--- src/rtl/gray_code_converter_pipe.sv ---
// Pipelined Gray-code converter: bin2gray, gray2bin, Gray increment and Gray decrement
// behind a valid/ready stream with a combinational ready chain for full throughput.
module gray_code_converter_pipe #(
  parameter int DATA_WIDTH  = 4,
  parameter int PIPE_STAGES = 2
) (
  input  logic                  clk_i,
  input  logic                  rst_i,
  input  logic [DATA_WIDTH-1:0] data_i,
  input  logic [1:0]            mode_i,
  input  logic                  valid_i,
  output logic                  ready_o,
  output logic [DATA_WIDTH-1:0] data_o,
  output logic [1:0]            mode_o,
  output logic                  valid_o,
  input  logic                  ready_i
);

  typedef enum logic [1:0] {
    MODE_B2G = 2'b00,
    MODE_G2B = 2'b01,
    MODE_INC = 2'b10,
    MODE_DEC = 2'b11
  } mode_e;

  logic [DATA_WIDTH-1:0] bin_of_in;
  logic [DATA_WIDTH-1:0] inc_bin;
  logic [DATA_WIDTH-1:0] dec_bin;
  logic [DATA_WIDTH-1:0] gray_of_in;
  logic [DATA_WIDTH-1:0] gray_of_inc;
  logic [DATA_WIDTH-1:0] gray_of_dec;
  logic [DATA_WIDTH-1:0] conv_data;

  // Gray->binary is a prefix XOR from the MSB; binary->Gray is a neighbour XOR.
  generate
    for (genvar gi = 0; gi < DATA_WIDTH; gi++) begin : g_conv_bit
      assign bin_of_in[gi] = ^data_i[DATA_WIDTH-1:gi];
      if (gi == DATA_WIDTH - 1) begin : g_msb
        assign gray_of_in[gi]  = data_i[gi];
        assign gray_of_inc[gi] = inc_bin[gi];
        assign gray_of_dec[gi] = dec_bin[gi];
      end else begin : g_lsb
        assign gray_of_in[gi]  = data_i[gi] ^ data_i[gi+1];
        assign gray_of_inc[gi] = inc_bin[gi] ^ inc_bin[gi+1];
        assign gray_of_dec[gi] = dec_bin[gi] ^ dec_bin[gi+1];
      end
    end
  endgenerate

  // Modular arithmetic gives the wrap between Gray(2^N-1) and 0 for free.
  assign inc_bin = bin_of_in + DATA_WIDTH'(1);
  assign dec_bin = bin_of_in - DATA_WIDTH'(1);

  always_comb begin
    conv_data = gray_of_in;
    case (mode_e'(mode_i))
      MODE_B2G: conv_data = gray_of_in;
      MODE_G2B: conv_data = bin_of_in;
      MODE_INC: conv_data = gray_of_inc;
      MODE_DEC: conv_data = gray_of_dec;
      default:  conv_data = gray_of_in;
    endcase
  end

  logic [PIPE_STAGES-1:0] valid_reg;
  logic [DATA_WIDTH-1:0]  data_reg       [PIPE_STAGES];
  logic [1:0]             mode_reg       [PIPE_STAGES];
  logic [PIPE_STAGES-1:0] stage_in_valid;
  logic [DATA_WIDTH-1:0]  stage_in_data  [PIPE_STAGES];
  logic [1:0]             stage_in_mode  [PIPE_STAGES];
  logic [PIPE_STAGES:0]   stage_adv;
  logic                   in_fire;

  // A stage may load when it is empty or the stage after it is moving on.
  always_comb begin
    stage_adv = '0;
    stage_adv[PIPE_STAGES] = ready_i;
    for (int k = PIPE_STAGES - 1; k >= 0; k--) begin
      stage_adv[k] = !valid_reg[k] || stage_adv[k+1];
    end
  end

  assign ready_o = !rst_i && stage_adv[0];
  assign in_fire = valid_i && ready_o;

  generate
    for (genvar gi = 0; gi < PIPE_STAGES; gi++) begin : g_stage_src
      if (gi == 0) begin : g_head
        assign stage_in_valid[gi] = in_fire;
        assign stage_in_data[gi]  = conv_data;
        assign stage_in_mode[gi]  = mode_i;
      end else begin : g_body
        assign stage_in_valid[gi] = valid_reg[gi-1];
        assign stage_in_data[gi]  = data_reg[gi-1];
        assign stage_in_mode[gi]  = mode_reg[gi-1];
      end
    end
  endgenerate

  // Payload only loads with a valid entry, so bubbles do not toggle the data path.
  always_ff @(posedge clk_i) begin
    if (rst_i) begin
      for (int k = 0; k < PIPE_STAGES; k++) begin
        valid_reg[k] <= 1'b0;
        data_reg[k]  <= '0;
        mode_reg[k]  <= '0;
      end
    end else begin
      for (int k = 0; k < PIPE_STAGES; k++) begin
        if (stage_adv[k]) begin
          valid_reg[k] <= stage_in_valid[k];
          if (stage_in_valid[k]) begin
            data_reg[k] <= stage_in_data[k];
            mode_reg[k] <= stage_in_mode[k];
          end
        end
      end
    end
  end

  assign valid_o = valid_reg[PIPE_STAGES-1];
  assign data_o  = data_reg[PIPE_STAGES-1];
  assign mode_o  = mode_reg[PIPE_STAGES-1];

endmodule

--- config.mk ---
export PLATFORM = sky130hd
export DESIGN_NAME = gray_code_converter_pipe
export DESIGN_NICKNAME = d
export VERILOG_FILES = /design/src/rtl/gray_code_converter_pipe.sv
export SDC_FILE = /design/constraint.sdc
export NUM_CORES = 1
export LEC_CHECK = 0
export ABC_CLOCK_PERIOD_IN_PS = 2430
export CAP_MARGIN = 25
export CORE_MARGIN = 5
export CORE_UTILIZATION = 50
export DETAILED_ROUTE_END_ITERATION = 8
export PLACE_DENSITY = 0.88
export SETUP_SLACK_MARGIN = 0.1
export SLEW_MARGIN = 20
export SYNTH_ARGS = -nofsm -noshare
export SYNTH_HDL_FRONTEND = slang
export SYNTH_SLANG_ARGS = --single-unit
export TNS_END_PERCENT = 100
--- constraint.sdc ---
create_clock -name clk_i -period 2.43 [get_ports clk_i]
set_clock_uncertainty 0.1 [all_clocks]
set_input_delay 0.3645 -clock clk_i [delete_from_list [all_inputs] [get_ports clk_i]]
set_output_delay 0.3645 -clock clk_i [all_outputs]
set_load 0.01 [all_outputs]
Word-level counts from Yosys, hierarchy flattened
Memories as Yosys holds them, arrays and structs flattened.
Cells that the tools add are included.

operators by class
  add/subtract/negate cells = 2
  bitwise logic cells = 13
  equal/unequal tests = 3
  multiplexer cells = 15
  reduce and logical (&&, ||, !) cells = 11

operators by type and width
  cell                                                 number
  case mux 4 bit (4 select lines)                      1
  two-way mux 1 bit                                    10
  bitwise XOR 1 bit                                    9
  two-way mux 4 bit                                    2
  adder 4 x 1 -> 4 bit, second input constant          1
  equality test 2 bit, second input constant           2
  two-way mux 2 bit                                    2
  OR 1 bit                                             4
  parity 4 bit                                         1
  subtractor 4 x 1 -> 4 bit, second input constant     1
  logical NOT 1 bit                                    3
  parity 3 bit                                         1
  equality test 2 x 1 -> 1 bit, second input constant  1
  logical AND 1 bit                                    2
  logical NOT 2 bit                                    1
  logical OR 1 bit                                     2
  parity 2 bit                                         1

storage, ports and cells
  logic and storage cells = 48
  bits in registers = 2
  output and inout bits = 8
  memories kept = 2
  bits in writable memories = 12

memories
  memory    depth  width  read ports  clocked after memory_dff  wr ports  line  source
  data_reg  2      4      2           0                         2         66    logic [DATA_WIDTH-1:0] data_reg [PIPE_STAGES];
  mode_reg  2      2      2           0                         2         67    logic [1:0] mode_reg [PIPE_STAGES];

Depth between registers and ports, before layout
  depth in word-level cells = 10
  depth in mapped cells = 5

Least setup slack after synthesis
Ideal clock, no wire load.

  path type = input to register
  from = input port data_i[2]
  to = memory data_reg[0][0], data pin
  data required time = 2.075 ns
  stages = 5
  library setup time = 0.255 ns
  path slack = 0.645 ns
  arrival time = 1.429 ns
  cell sequence = buf_4 xor2_2 and3_4 or4_1 and3_1

RTL lines
  what         line  source
  from (decl)  9     input logic [DATA_WIDTH-1:0] data_i,
  to (decl)    66

Final worst setup path
  from = input port ready_i
  to = output port ready_o

between the ends
  longest elaborated chain between the ends = 3

RTL lines
  what                           line  source
  from (decl)                    16    input logic ready_i
  logical OR 1 bit (2 in a row)  79    stage_adv[k] = !valid_reg[k] || stage_adv[k+1];
  logical AND 1 bit              83    assign ready_o = !rst_i && stage_adv[0];
  to (decl)                      12    output logic ready_o,

No other way between the ends.

==> metrics.txt <==
met1 GRT Util 0.142; IO Port Bufs 17; worst relative slew slack 0.653; DRT Wirelength 1340 µm; area of the multi-input gates 338 µm²; first-pass GRT wire length 2330 µm; Setup CP Type in -> out; CTS buffer count 3; Hold Path Class reg -> reg; GPL Wtd Cong 0.813; Synth area leaders edfxtp_1 (43%), buf_4 (6.2%), dfxtp_1 (4.7%); Via density 5.57; Reg area 400 µm²; CTS Buffer Depth 2; cell seen most often among critical-path stages clkdlybuf4s50_1; initial antenna violation count 0; slowest CP cell clkdlybuf4s50_1; total global-route track usage 0.120; DRT antenna net count 0; busiest grt layer met2; Slew Viols, Final 0; Placed Area 982 µm²; CP endpoint kind output port; Least-Margin Pin Slew 0.520 ns; Nets 106; final non-filler cell total 111; PD cells 539 nW/µm²; Fin Hold WS 0.411 ns; DRC errors left 0; worst endpoint data arrival time 1.71 ns; register clock-pin slew on the reported worst setup and hold paths 0.08 ns; final worst setup slack 0.255 ns; status complete, no violations; filler cell count 133; RSZ-0062 raised after global routing no; largest net degree at the start of global routing 11; Hold Path Origin valid_reg[0]$_SDFFE_PP0N_; wire per inst 12.1 µm; M3 GR Usage 0.0174; clock tree from TritonCTS built; Post-DP HPWL 1070 µm; Sink Count 14; number of global-route vias before repair 583; met2 Track Usage GR 0.197; fin crit period 2.18 ns; FFs w/ async S/R, synth 0; drt first pass iters 3; Post-Syn Area 847 µm²; crit path launch ready_i; sequential-to-total area share from yosys stat 0.473; worst path cell trace clkdlybuf4s50_1, nand2b_1, nor2_2, nor2_1, clkdlybuf4s50_1; # hold bufs at CTS 0; num ports 18; gate count after technology mapping 80; area leader, netlist edfxtp_1; Rows 14; hold depth 2; internal reg-to-reg setup slack 0.96 ns; n_diodes 0; Clock Latency Late Sink 0.27 ns; syn nets 90; Util after Layout 0.655; Hold Crit Endpoint valid_reg[1]$_SDFFE_PP0P_; DIE WIDTH 51.2 µm; Achievable Freq 0.460 GHz; Starting Density 0.543; Setup TNS Final 0 ns; FF-to-FF path depth 4; dpl ws 0.153 ns; leak pwr 0.405 nW; total grt overflow 0; number of max-cap violations 0; Syn-to-layout area delta 20.5%; Top FF cell, synth edfxtp_1; CTS root buf clkbuf_4; Startpoint Class input port; Yosys cell types 36; origin of the critical flop-to-flop path valid_reg[1]$_SDFFE_PP0P_; EDFF count, synth 12; reg-to-reg endpoint data_reg[0][1]$_SDFFCE_PN0P_; Mean Syn Cell Area 10.6 µm²; core area 1560 µm²; share of layout cells above drive strength 1 0.137; top cell type's share of synthesized area 0.425; CP delay by family, top buffers and inverters; Critical Path RT 1.97 ns; Syn. warnings 0; Hold Vio Cnt, Final 0; total number of vias 618; VDD IR max 297 µV; CP bufs+invs 2; H-tree depth 1; CP max stage delay 0.48 ns; DIE HEIGHT 51.2 µm; Placed Instances 107; fin crit share 0.895; initial drt markers 4; post-route design area 1020 µm²; synthesized flop and latch total 14; Total Power 550 µW; max reg flops 8; Setup-failing EPs final 0; worst-path fanout max 6; die area 2620 µm²
==> worst max-delay path by stage <==
| stage | slack, ns | cells past startpoint | end |
|---|---|---|---|
| finish | 0.25 | 5 | ready_o |
| detailed placement | 0.15 | 5 | ready_o |
| CTS | 0.15 | 5 | ready_o |
| global placement | 0.20 | 5 | ready_o |
| global route | 0.16 | 5 | ready_o |
| floorplan | 0.65 | 5 | data_reg[0][0]$_SDFFCE_PN0P_ |
==> layout by cell type (no fill, tap or decap), drive strengths merged <==
cell type | netlist | final
and3 | 2 | 2
clkdlybuf4s50 | 0 | 17
a21oi | 2 | 2
nor3 | 1 | 1
nand2 | 1 | 1
nand3 | 1 | 1
o22ai | 3 | 3
and2 | 6 | 6
xor2 | 2 | 2
o2111a | 1 | 1
clkbuf | 1 | 4
buf | 9 | 5
o21ai | 4 | 4
o31ai | 1 | 1
a21boi | 1 | 1
edfxtp | 12 | 12
nor2 | 6 | 6
inv | 5 | 5
o211ai | 1 | 1
a21o | 1 | 1
or4 | 1 | 1
dfxtp | 2 | 2
or3 | 1 | 1
o221ai | 1 | 1
o311a | 1 | 1
o211a | 1 | 1
nand3b | 3 | 3
nand2b | 4 | 4
nor4 | 2 | 2
or2b | 1 | 1
nor2b | 1 | 1
o21bai | 1 | 1
==> logic make-up after synthesis <==
kind of cell	after synthesis	share of synthesized area
and+or+nand+nor	30	0.217
AOI/OAI and AO/OA	18	0.149
buffers and inverters	16	0.131
DFF	14	0.473
xor gates and xnor gates	2	0.0295
==> synthesized netlist by cell type (all sizes together) (2+ instances only) <==
library cell  count
a21oi             2
and2              6
and3              2
buf               9
dfxtp             2
edfxtp           12
inv               5
nand2b            4
nand3b            3
nor2              6
nor4              2
o21ai             4
o22ai             3
xor2              2
==> per-layer routing <==
metal	part of all wire	wire, µm
met2	0.54	725
met3	0.034	45
met1	0.41	550
met4	0.014	19
met5	0	0
==> worst register-to-register path, cell delays in order (launching register included) <==
cell and delay (ns):
dfxtp_1 0.31, nand2b_1 0.12, nor2_2 0.09, nor3_2 0.43, o2111a_1 0.28
==> power breakdown <==
group / total [mW] / internal, mW / switching (mW)
Clock: 0.157 / 0.0909 / 0.0662
Sequential: 0.286 / 0.282 / 0.00443
Combinational: 0.107 / 0.0574 / 0.0493
==> final cells by class <==
class                      count  area share
sequential                    14       0.392
timing repair buffer          22       0.203
inverter                       5      0.0184
clock buffer                   4      0.0355
multi-input combinational     50       0.331
tap                           16      0.0196
==> repair_timing <==
| item | CTS | global route |
|---|---|---|
| resized for setup | 0 | 1 |
| setup endpoints to repair | 0 | 1 |
| setup buffers | 0 | 0 |
Note: power is estimated with default switching activity, not from simulation.
